## config.mk

```make
export PLATFORM = sky130hd
export DESIGN_NAME = irda_fir_tx_seq
export DESIGN_NICKNAME = d
export VERILOG_FILES = /design/src/rtl/irda_fir_tx_seq.sv
export SDC_FILE = /design/constraint.sdc
export NUM_CORES = 1
export LEC_CHECK = 0
export ABC_AREA = 1
export BUFFER_PORTS_ARGS = -buffer_cell sky130_fd_sc_hd__buf_2
export CAP_MARGIN = 40
export CORE_ASPECT_RATIO = 0.75
export CORE_MARGIN = 2
export CORE_UTILIZATION = 38
export DETAILED_ROUTE_END_ITERATION = 12
export PLACE_DENSITY = 0.55
export REMOVE_ABC_BUFFERS = 1
export SLEW_MARGIN = 30
export SYNTH_ARGS = -nofsm -noshare
export SYNTH_HDL_FRONTEND = slang
export SYNTH_SLANG_ARGS = --single-unit
```

## constraint.sdc

```tcl
create_clock -name clk -period 1.5 [get_ports clk]
set_input_delay 0.075 -clock clk [delete_from_list [all_inputs] [get_ports clk]]
set_output_delay 0.075 -clock clk [all_outputs]
set_load 0.05 [all_outputs]
```

## src/rtl/irda_fir_tx_seq.sv

```systemverilog
// FIR (4PPM) transmit frame sequencer: N x PA, STA, payload handoff, STO.
// Optional WAIT-state watchdog enabled by defining IRDA_FIR_SEQ_TIMEOUT_EN.
module irda_fir_tx_seq #(
  parameter int unsigned PA_CNT_W  = 5,
  parameter int unsigned TMO_LIMIT = 64
) (
  input  logic                clk,
  input  logic                wb_rst_n_i,
  input  logic                fir_tx4_enable,
  input  logic                fir_tx8_enable,
  input  logic                tx_start_i,
  input  logic                tx_abort_i,
  input  logic [PA_CNT_W-1:0] pa_reps_i,
  input  logic                data_done_i,
  input  logic                eof_i,
  output logic                fir_gen_start,
  output logic [1:0]          fir_flag,
  output logic                data_phase_o,
  output logic                data_start_o,
  output logic                busy_o,
  output logic                frame_done_o,
  output logic                frame_abort_o
`ifdef IRDA_FIR_SEQ_TIMEOUT_EN
  ,
  output logic                seq_err_o
`endif
);

  typedef enum logic [2:0] {
    IDLE, PA_ARM, PA_WAIT, STA_ARM, STA_WAIT, DATA, STO_ARM, STO_WAIT
  } state_t;

  localparam logic [1:0] FLAG_NONE = 2'b00;
  localparam logic [1:0] FLAG_PA   = 2'b01;
  localparam logic [1:0] FLAG_STA  = 2'b10;
  localparam logic [1:0] FLAG_STO  = 2'b11;

  state_t              state;
  logic [PA_CNT_W-1:0] pa_left;
  logic                eof_d;
  logic                eof_rise;
  logic                in_arm;
  logic                in_wait;
  logic                user_abort;
  logic                timed_out;
  logic                kill;

  assign eof_rise   = eof_i & ~eof_d;
  assign in_arm     = (state == PA_ARM) || (state == STA_ARM) || (state == STO_ARM);
  assign in_wait    = (state == PA_WAIT) || (state == STA_WAIT) || (state == STO_WAIT);
  assign user_abort = (state != IDLE) && tx_abort_i;
  assign busy_o     = (state != IDLE);

`ifdef IRDA_FIR_SEQ_TIMEOUT_EN
  localparam logic [6:0] TMO = 7'(TMO_LIMIT);
  logic [6:0] tmo_cnt;

  // An eof_rise arriving in the same cycle the limit is hit still completes the flag.
  assign timed_out = in_wait && (tmo_cnt == TMO) && !eof_rise;

  always_ff @(posedge clk or negedge wb_rst_n_i) begin
    if (!wb_rst_n_i) begin
      tmo_cnt   <= '0;
      seq_err_o <= 1'b0;
    end else begin
      seq_err_o <= timed_out && !user_abort;
      if (in_arm && fir_tx4_enable)
        tmo_cnt <= '0;
      else if (in_wait && fir_tx8_enable && (tmo_cnt != TMO))
        tmo_cnt <= tmo_cnt + 7'd1;
    end
  end
`else
  assign timed_out = 1'b0;
`endif

  assign kill = user_abort || timed_out;

  always_ff @(posedge clk or negedge wb_rst_n_i) begin
    if (!wb_rst_n_i) begin
      state         <= IDLE;
      pa_left       <= '0;
      eof_d         <= 1'b0;
      fir_gen_start <= 1'b0;
      fir_flag      <= FLAG_NONE;
      data_phase_o  <= 1'b0;
      data_start_o  <= 1'b0;
      frame_done_o  <= 1'b0;
      frame_abort_o <= 1'b0;
    end else begin
      eof_d         <= eof_i;
      data_start_o  <= 1'b0;
      frame_done_o  <= 1'b0;
      frame_abort_o <= 1'b0;
      if (kill) begin
        state         <= IDLE;
        fir_flag      <= FLAG_NONE;
        fir_gen_start <= 1'b0;
        data_phase_o  <= 1'b0;
        frame_abort_o <= 1'b1;
      end else begin
        case (state)
          IDLE: begin
            if (tx_start_i) begin
              pa_left       <= (pa_reps_i == '0) ? PA_CNT_W'(1) : pa_reps_i;
              fir_flag      <= FLAG_PA;
              fir_gen_start <= 1'b1;
              state         <= PA_ARM;
            end
          end
          PA_ARM, STA_ARM, STO_ARM: begin
            if (fir_tx4_enable) begin
              fir_gen_start <= 1'b0;
              state <= (state == PA_ARM)  ? PA_WAIT :
                       (state == STA_ARM) ? STA_WAIT : STO_WAIT;
            end
          end
          PA_WAIT: begin
            if (eof_rise) begin
              fir_gen_start <= 1'b1;
              if (pa_left > PA_CNT_W'(1)) begin
                pa_left <= pa_left - PA_CNT_W'(1);
                state   <= PA_ARM;
              end else begin
                fir_flag <= FLAG_STA;
                state    <= STA_ARM;
              end
            end
          end
          STA_WAIT: begin
            if (eof_rise) begin
              fir_flag     <= FLAG_NONE;
              data_phase_o <= 1'b1;
              data_start_o <= 1'b1;
              state        <= DATA;
            end
          end
          DATA: begin
            if (data_done_i) begin
              data_phase_o  <= 1'b0;
              fir_flag      <= FLAG_STO;
              fir_gen_start <= 1'b1;
              state         <= STO_ARM;
            end
          end
          STO_WAIT: begin
            if (eof_rise) begin
              fir_flag     <= FLAG_NONE;
              frame_done_o <= 1'b1;
              state        <= IDLE;
            end
          end
          default: state <= IDLE;
        endcase
      end
    end
  end

endmodule

```

==> results of run 1 <==
==> kinds of logic after synthesis <==
group	Yosys count
flops	16
fa+ha+maj	2
xor+xnor	2
simple gates	93
buf+inv	32
compound gates	16
==> synth_stat cells (3+ instances only) <==
cell type	count	area share
a21oi_1	3	0.012
o21bai_1	3	0.019
inv_2	5	0.016
nand2_2	5	0.026
nand2_4	3	0.028
nand3_1	13	0.054
inv_1	23	0.072
nand3_4	3	0.044
o21ai_0	5	0.021
nor2_4	7	0.065
dfrtp_1	16	0.33
nor2_1	6	0.019
nand2_1	47	0.15
==> worst min path at each step <==
stage	start	to	slack [ps]	cells past startpoint
finish	pa_reps_i[1]	pa_left[1]	150	3
global route	pa_reps_i[1]	pa_left[1]	180	3
CTS	pa_reps_i[1]	pa_left[1]	150	3
detailed placement	wb_rst_n_i	pa_left[1]	10	1
global placement	wb_rst_n_i	pa_left[1]	3	1
floorplan	wb_rst_n_i	data_phase_o	-220	0
==> area by class of cell <==
type	instances	area [um^2]	share of cell area
multi-input combinational	113	689	0.471
inverter	31	123	0.0838
timing repair buffer	27	160	0.109
clock buffer	3	41.3	0.0282
tap	38	47.5	0.0325
sequential	16	403	0.275
==> report_power, final <==
group	switching, mW	internal, mW
Sequential	0.178	0.602
Clock	0.142	0.178
Combinational	1.34	0.696
==> metrics by stage <==
step / power, mW / hold WS (ps) / worst slack, ps
2_1_floorplan: 2.31 / -221 / 113
3_3_place_gp: 2.73 / 3.46 / 79.1
3_5_place_dp: 2.76 / 13.7 / 82.6
4_1_cts: 3.10 / 155 / 66.8
5_1_grt: 3.43 / 182 / -5.41
6_report: 3.14 / 149 / 108
==> worst max-delay path, stage by stage, from the launching register on <==
cell and delay [ps]:
dfrtp_2 460, inv_2 120, nand3_4 140, nor2_4 170, nand2_4 80, nand2_2 100
inv_2 40, nand2_2 90, nand2_1 70, nand2_1 70
==> repair_timing <==
item | 4_1_cts | 5_1_grt
hold endpoints to repair | 17 | 0
endpoints found under the setup margin | 0 | 5
gates resized for setup | 0 | 7
buffers inserted | 0 | 1
hold buffers | 2 | 0
==> metal layers <==
metal	global-route usage	vias to the layer above	routed length [um]
li1	-	566	-
met1	0.241	470	1450
met2	0.239	26	1040
met3	0.0500	5	164
met4	0.0490	0	25
met5	0	-	0
==> metrics, run 1 <==
post-synthesis instance area=1210 um^2; Clock Sinks=16; vias in the first global route=977; Slew Limit Fails=0; H-Tree Depth=1; Yosys cell types=30; max FFs per register=5; peak supply drop=660 uV; I/O pins=21; CTS tree=done; first-pass GRT wire length=4620 um; DRC violations left=0; RSZ-0062 raised after global routing=yes; most common cell after layout, fill and taps aside=nand2_1; Largest regs=pa_left x5, state x3, fir_flag x2; drt first pass iters=6; Critical Path Source Type=flip-flop; die width=69.1 um; Die Y=52.8 um; grt ovf=0; routability cong.=0.882; Relative slew margins=0.748; Main synth FF type=dfrtp_1; register-to-register setup slack=110 ps; FF-to-FF path depth=9; WL per Instance=11.8 um; ys async rst share=1.00; Non-Filler Instances=228; path category of the worst min-delay check=input pin to flip-flop; clock skew=6.69 ps; Max Freq=0.718 GHz; placed cell area=1380 um^2; Detailed Route Iter0 Violations=37; worst reg2reg endpoint=state[1]; DIE AREA=3650 um^2; highest net fanout along the worst path=6; Post-DRT Antenna Nets=0; min Tclk post-route=1390 ps; LEAKAGE=0.814 nW; final cycle utilization of the critical path=0.928; RR Startpoint=state[0]; Biggest register=pa_left; FILL cells=309; Num CTS Buffers=3; Buffers on Ports=19; DR vias/cell=4.68; actual slew at the worst max-slew pin=378 ps; largest net degree at the start of global routing=17; fin nets=207; post-synthesis sequential area ratio=0.332; PD cells=2140 nW/um^2; final instance area=1460 um^2; clock buffer depth=2; Worst Setup EP=state[1]; most frequent cells in the layout=nand2_1, inv_1, buf_2; Crit. End Element=flip-flop; Detailed Place HPWL=2170 um; Synth Area in XOR/XNOR=0.0145; Clock Pin Slew Worst Setup and Hold Paths=60 ps; Synth Area in Simple Gates=0.449; core footprint=2980 um^2; Crit Path Category=flip-flop to flip-flop; row count=17; Fin Setup TNS=0 ps; post-synthesis mux area share=0; Critical Path AT=1580 ps; status=completed; CTS Root Cell=clkbuf_8; Syn Area/Cell=7.50 um^2; GR Util All Layers=0.167; Initial Utilization=0.405; via count=1067; Post-Synth Adder-Cell Area=0.0207; initial antenna violation count=0; Setup Viol. Count Final=0; number of synthesized flops with an enable pin=0; worst path required time=1690 ps; largest family of logic cells by synthesized area=simple AND/OR/NAND/NOR gates; placed cells=222; yosys warns=0; Final Util=0.492; Worst Setup SP=state[0]; MaxCap Viol Count=0; synthesized flop and latch total=16; Compound-Gate Fraction of Synth Area=0.0756; Final Hold Viols=0; # diodes=0; final wirelength=2690 um; worst skew pair latency=250 ps; Mapped Cells=161; Layout area overhead=21.2%; ratio of cells with drive above 1 in the final layout=0.337
Power figures use the tool's default switching activity.
==> inputs of run 2 (changes only) <==
clock period = 1.3 ns   (was 1.5 ns; I/O delays follow)
==> run 2 against run 1 <==
The flow now finishes with violations (setup timing). Sequential power grew 13%. Non-clock buffer count is 21 higher. Largest power group unchanged. Maximum frequency grew 2.0%. Largest cell class unchanged. Critical endpoint is now pa_left[4].
==> metrics, run 2 (synthesis results as in run 1) <==
DIE AREA=3650 um^2 (unchanged); actual slew at the worst max-slew pin=390 ps (was 378 ps); PD cells=2490 nW/um^2 (was 2140 nW/um^2); drt first pass iters=4 (was 6); ratio of cells with drive above 1 in the final layout=0.491 (was 0.337); RSZ-0062 raised after global routing=yes (unchanged); Post-DRT Antenna Nets=0 (unchanged); FILL cells=286 (was 309); Buffers on Ports=19 (unchanged); placed cell area=1470 um^2 (was 1380 um^2); Die Y=52.8 um (unchanged); Reg power frac=0.201 (was 0.248); DRC violations left=0 (unchanged); Clock Sinks=16 (unchanged); Final Hold Viols=0 (unchanged); GR Util All Layers=0.189 (was 0.167); failing checks=setup timing; worst path required time=1450 ps (was 1690 ps); status=finished with violations (was completed); Crit. End Element=flip-flop (unchanged); LEAKAGE=0.954 nW (was 0.814 nW); Clock Pin Slew Worst Setup and Hold Paths=70 ps (was 60 ps); P_sw=2.17 mW (was 1.66 mW); final cycle utilization of the critical path=1.05 (was 0.928); fin nets=228 (was 207); Sw Share=0.495 (was 0.530); Crit Path Category=flip-flop to flip-flop (unchanged); Place WS=-133 ps (was 82.6 ps); via count=1138 (was 1067); worst skew pair latency=250 ps (about the same); Setup Viol. Count Final=10 (was 0); WL per Instance=11.8 um (about the same); core footprint=2980 um^2 (unchanged); H-Tree Depth=1 (unchanged); highest net fanout along the worst path=8 (was 6); first-pass GRT wire length=5250 um (was 4620 um); clock skew=2.32 ps (was 6.69 ps); register-to-register setup slack=-60 ps (was 110 ps); most common cell after layout, fill and taps aside=nand2_1 (unchanged); PnR worst setup slack=-64.9 ps (was 108 ps); Relative slew margins=0.740 (was 0.748); Largest regs=pa_left x5, state x3, fir_flag x2 (unchanged); Initial Utilization=0.405 (unchanged); path category of the worst min-delay check=input pin to flip-flop (unchanged); Critical Path AT=1510 ps (was 1580 ps); CTS Root Cell=clkbuf_8 (unchanged); Num CTS Buffers=3 (unchanged); Slew Limit Fails=0 (unchanged); die width=69.1 um (unchanged); Internal Power=2.21 mW (was 1.48 mW); routability cong.=0.931 (was 0.882); Detailed Route Iter0 Violations=34 (was 37); final wirelength=2950 um (was 2690 um); MaxCap Viol Count=0 (unchanged); area taken by multi-input logic gates=788 um^2 (was 689 um^2); clock buffer depth=2 (unchanged); DR vias/cell=4.55 (was 4.68); vias in the first global route=1136 (was 977); initial antenna violation count=0 (unchanged); max FFs per register=5 (unchanged); min Tclk post-route=1360 ps (was 1390 ps); row count=17 (unchanged); largest net degree at the start of global routing=17 (unchanged); # diodes=0 (unchanged); final instance area=1760 um^2 (was 1460 um^2); Detailed Place HPWL=2230 um (was 2170 um); peak supply drop=1080 uV (was 660 uV); grt ovf=0 (unchanged); I/O pins=21 (unchanged); Critical Path Source Type=flip-flop (unchanged); most frequent cells in the layout=nand2_1, buf_4, inv_1 (was nand2_1, inv_1, buf_2); Max Freq=0.733 GHz (was 0.718 GHz); Clock Power Share=0.104 (was 0.102); CTS tree=done (unchanged); Layout area overhead=45.8% (was 21.2%); Reg area=405 um^2 (was 403 um^2); Logic pwr share=0.696 (was 0.650); Biggest register=pa_left (unchanged)
run 2: metrics by stage:
| step | utilization | std cells | setup TNS, ps | hold slack [ps] | power [mW] |
|---|---|---|---|---|---|
| after CTS | 0.574 | 248 | -384 | 144 | 4.23 |
| final | 0.591 | 250 | -439 | 149 | 4.38 |
| after global routing | 0.591 | 250 | -1480 | 207 | 4.77 |
| after global placement | 0.495 | 235 | -1110 | 3.53 | 3.34 |
| after floorplan | - | 160 | -801 | -231 | 2.66 |
| after detailed placement | 0.495 | 235 | -1110 | 10.2 | 3.37 |
run 2: final timing paths:
| check | from | endpoint | cells past startpoint |
|---|---|---|---|
| hold / removal | pa_reps_i[1] | pa_left[1] | 3 |
| setup reg to reg | state[1] | pa_left[4] | 8 |
| min in group asynchronous | wb_rst_n_i | pa_left[1] | 2 |
| setup / recovery | state[1] | pa_left[4] | 8 |
| hold reg to reg | fir_gen_start | fir_gen_start | 2 |
| max in group asynchronous | wb_rst_n_i | state[2] | 2 |
run 2: repair_timing:
| action | CTS | global route |
|---|---|---|
| pin swaps | 5 | 3 |
| setup buffers | 7 | 3 |
| endpoints found under the hold margin | 17 | 0 |
| hold buffers | 2 | 0 |
| setup endpoints to repair | 13 | 12 |
| resized for setup | 24 | 14 |
run 2: power by group through the flow:
stage / clock network, mW / logic, mW / registers (mW)
6_report: 0.453 / 3.04 / 0.879
5_1_grt: 0.483 / 3.39 / 0.904
4_1_cts: 0.465 / 2.89 / 0.868
3_5_place_dp: 0 / 2.50 / 0.869
3_3_place_gp: 0 / 2.48 / 0.866
2_1_floorplan: 0 / 1.58 / 1.08
run 2: area by class of cell:
cell class / instances / share of cell area
clock buffer: 4 / 0.0313
inverter: 31 / 0.0718
sequential: 16 / 0.230
timing repair buffer: 48 / 0.192
tap: 38 / 0.0270
multi-input combinational: 113 / 0.448
run 2: worst max-delay path, cell delays in order, from the launching register on:
cell     delay [ps]
dfrtp_2         460
nor2_4          150
nand2_4          80
nand2_4         100
nand2_4          60
nor2_4          100
nand3_4         130
nand2_1         110
nand2_2          50
run 2: metal layers:
| metal | global-route usage | up-vias | wire length, um |
|---|---|---|---|
| met5 | 0 | - | 0 |
| met3 | 0.0481 | 2 | 123 |
| met4 | 0.0392 | 0 | 11 |
| met2 | 0.309 | 21 | 1330 |
| li1 | - | 606 | - |
| met1 | 0.255 | 509 | 1480 |
==> inputs of run 3 (changes only) <==
CORE_MARGIN = 1.5   (was 2)
CORE_UTILIZATION = 55   (was 38)
GPL_TIMING_DRIVEN = 0   (was not set)
PLACE_DENSITY = 0.76   (was 0.55)
==> run 3 against run 2 <==
The run still ends with setup timing left. Maximum frequency down 5.7%. Global-route usage grew 9.4 points. Worst setup slack lost 83 ps. Wire length grew 23%.
==> metrics, run 3 (synthesis results as in run 1) <==
WL per Instance=16.0 um (was 11.8 um); status=finished with violations (unchanged); peak supply drop=2220 uV (was 1080 uV); RR Startpoint=pa_left[0] (was state[1]); clock skew=13.9 ps (was 2.32 ps); PD cells=2660 nW/um^2 (was 2490 nW/um^2); most common cell after layout, fill and taps aside=nand2_1 (unchanged); final wirelength=3640 um (was 2950 um); RSZ-0062 raised after global routing=yes (unchanged); via count=1295 (was 1138); register-to-register setup slack=-150 ps (was -60 ps); worst reg2reg endpoint=pa_left[2] (was pa_left[4]); DIE AREA=2490 um^2 (was 3650 um^2); grt ovf=0 (unchanged); max incr delay on CP=460 ps (about the same); Slew Limit Fails=0 (unchanged); FF-to-FF path depth=6 (was 8); I/O pins=21 (unchanged); vias in the first global route=1209 (was 1136); fin nets=220 (was 228); Biggest register=pa_left (unchanged); Worst Hold Launch=eof_i (was pa_reps_i[1]); highest net fanout along the worst path=4 (was 8); Critical Path Source Type=flip-flop (unchanged); Layout area overhead=40.8% (was 45.8%); LEAKAGE=0.911 nW (was 0.954 nW); Final Hold Viols=0 (unchanged); Crit Path Category=flip-flop to flip-flop (unchanged); largest net degree at the start of global routing=17 (unchanged); die width=57.1 um (was 69.1 um); Detailed Route Iter0 Violations=79 (was 34); FILL cells=107 (was 286); Largest regs=pa_left x5, state x3, fir_flag x2 (unchanged); worst path required time=1490 ps (was 1450 ps); Fin Hold WS=122 ps (was 149 ps); GR Util All Layers=0.283 (was 0.189); Hold Crit Endpoint=data_start_o (was pa_left[1]); actual slew at the worst max-slew pin=380 ps (was 390 ps); Fin Setup TNS=-1190 ps (was -439 ps); DRC violations left=0 (unchanged); Clock Pin Slew Worst Setup and Hold Paths=110 ps (was 70 ps); PnR worst setup slack=-147 ps (was -64.9 ps); Crit. End Element=flip-flop (unchanged); DR vias/cell=5.68 (was 4.55); worst skew pair latency=300 ps (was 250 ps); Power Total=4.53 mW (was 4.38 mW); Place WS=-146 ps (was -133 ps); Detailed Place HPWL=1970 um (was 2230 um); first-pass GRT wire length=5350 um (was 5250 um); routability cong.=0.836 (was 0.931); MaxCap Viol Count=0 (unchanged); Non-Filler Instances=228 (was 250); initial antenna violation count=0 (unchanged); Largest delay share family, worst path=flip-flops (was simple AND/OR/NAND/NOR gates); clock buffer depth=2 (unchanged); Post-DRT Antenna Nets=0 (unchanged); Initial Utilization=0.594 (was 0.405); core footprint=2030 um^2 (was 2980 um^2); Setup Viol. Count Final=13 (was 10); buffers and inverters on the worst path=1 (was 0); Num CTS Buffers=3 (unchanged); min Tclk post-route=1450 ps (was 1360 ps); CP most frequent cell=nand2_1 (was nand2_4); Buffers on Ports=19 (unchanged); row count=14 (was 17); critical path's slowest cell=dfrtp_2 (unchanged); Max Freq=0.691 GHz (was 0.733 GHz); Die Y=43.6 um (was 52.8 um); H-Tree Depth=1 (unchanged); placed cells=203 (was 235); failing checks=setup timing (unchanged); Clock Sinks=16 (unchanged); CTS tree=done (unchanged); final cycle utilization of the critical path=1.11 (was 1.05); Critical Path AT=1640 ps (was 1510 ps); ratio of cells with drive above 1 in the final layout=0.505 (was 0.491); max FFs per register=5 (unchanged); path category of the worst min-delay check=input pin to flip-flop (unchanged); most frequent cells in the layout=nand2_1, inv_1, buf_2 (was nand2_1, buf_4, inv_1); hold path cells=3 (unchanged); crit path cell chain=inv_1, ha_1, xnor2_1, o21ai_0, nand2_1, nand2_1 (was nor2_4, nand2_4, nand2_4, nand2_4, nor2_4, nand3_4, nand2_1, nand2_2); drt first pass iters=4 (unchanged); # diodes=0 (unchanged); Relative slew margins=0.747 (was 0.740); CTS Root Cell=clkbuf_4 (was clkbuf_8)
==> run 3: changes by cell type in the layout (fill, tap and decap cells not counted), sizes merged <==
cell    previous run  this run
clkinv             2         1
buf               46        38
inv               29        30
==> run 3: how the worst max path moves through the flow <==
stage / end / slack (ps) / depth (start not counted) / from
final: pa_left[2] / -150 / 6 / pa_left[0]
after global routing: pa_left[4] / -220 / 7 / pa_left[0]
after CTS: pa_left[3] / -70 / 9 / state[0]
after detailed placement: pa_left[3] / -150 / 8 / state[2]
after global placement: pa_left[3] / -120 / 8 / state[2]
after floorplan: fir_flag[0] / -90 / 8 / state[1]
==> run 3: metrics by stage <==
step           cell area (um^2)  utilization
6_report                   1700        0.837
5_1_grt                    1700        0.837
4_1_cts                    1610        0.794
3_5_place_dp               1320        0.650
3_3_place_gp               1320        0.650
2_1_floorplan              1200            -
==> run 3: what timing repair did <==
item / 4_1_cts / 5_1_grt
endpoints found under the setup margin: 13 / 13
buffers inserted: 14 / 5
endpoints found under the hold margin: 17 / 0
hold buffers: 2 / 0
pin swaps: 13 / 11
cloned: 0 / 0
gates resized for setup: 34 / 17
==> run 3: cell type report <==
class | count | area (um^2) | area share
clock buffers | 4 | 36.3 | 0.0213
inverters | 31 | 130 | 0.0765
multi-input cells | 113 | 807 | 0.475
flip-flops and latches | 16 | 405 | 0.238
well taps | 24 | 30.0 | 0.0177
repair buffers | 40 | 292 | 0.171
==> run 3: power breakdown <==
group | switching, mW | internal [mW] | total, mW
logic | 1.98 | 1.28 | 3.26
clock network | 0.170 | 0.171 | 0.341
registers | 0.225 | 0.699 | 0.924
total | 2.38 | 2.15 | 4.53
==> run 3: layer usage <==
metal	global-route usage	vias up	share of wire
met5	0	-	0
met4	0.0791	0	0.040
met3	0.0687	21	0.065
met2	0.483	78	0.47
met1	0.362	602	0.42
li1	-	594	-
==> run 3: worst register-to-register path, delay by kind of cell, from the launching register on <==
family,cells,cell delay (ps)
flops,1,460
fa+ha+maj,1,290
simple gates,2,120
xor+xnor,1,160
compound gates,1,130
buf+inv,1,170
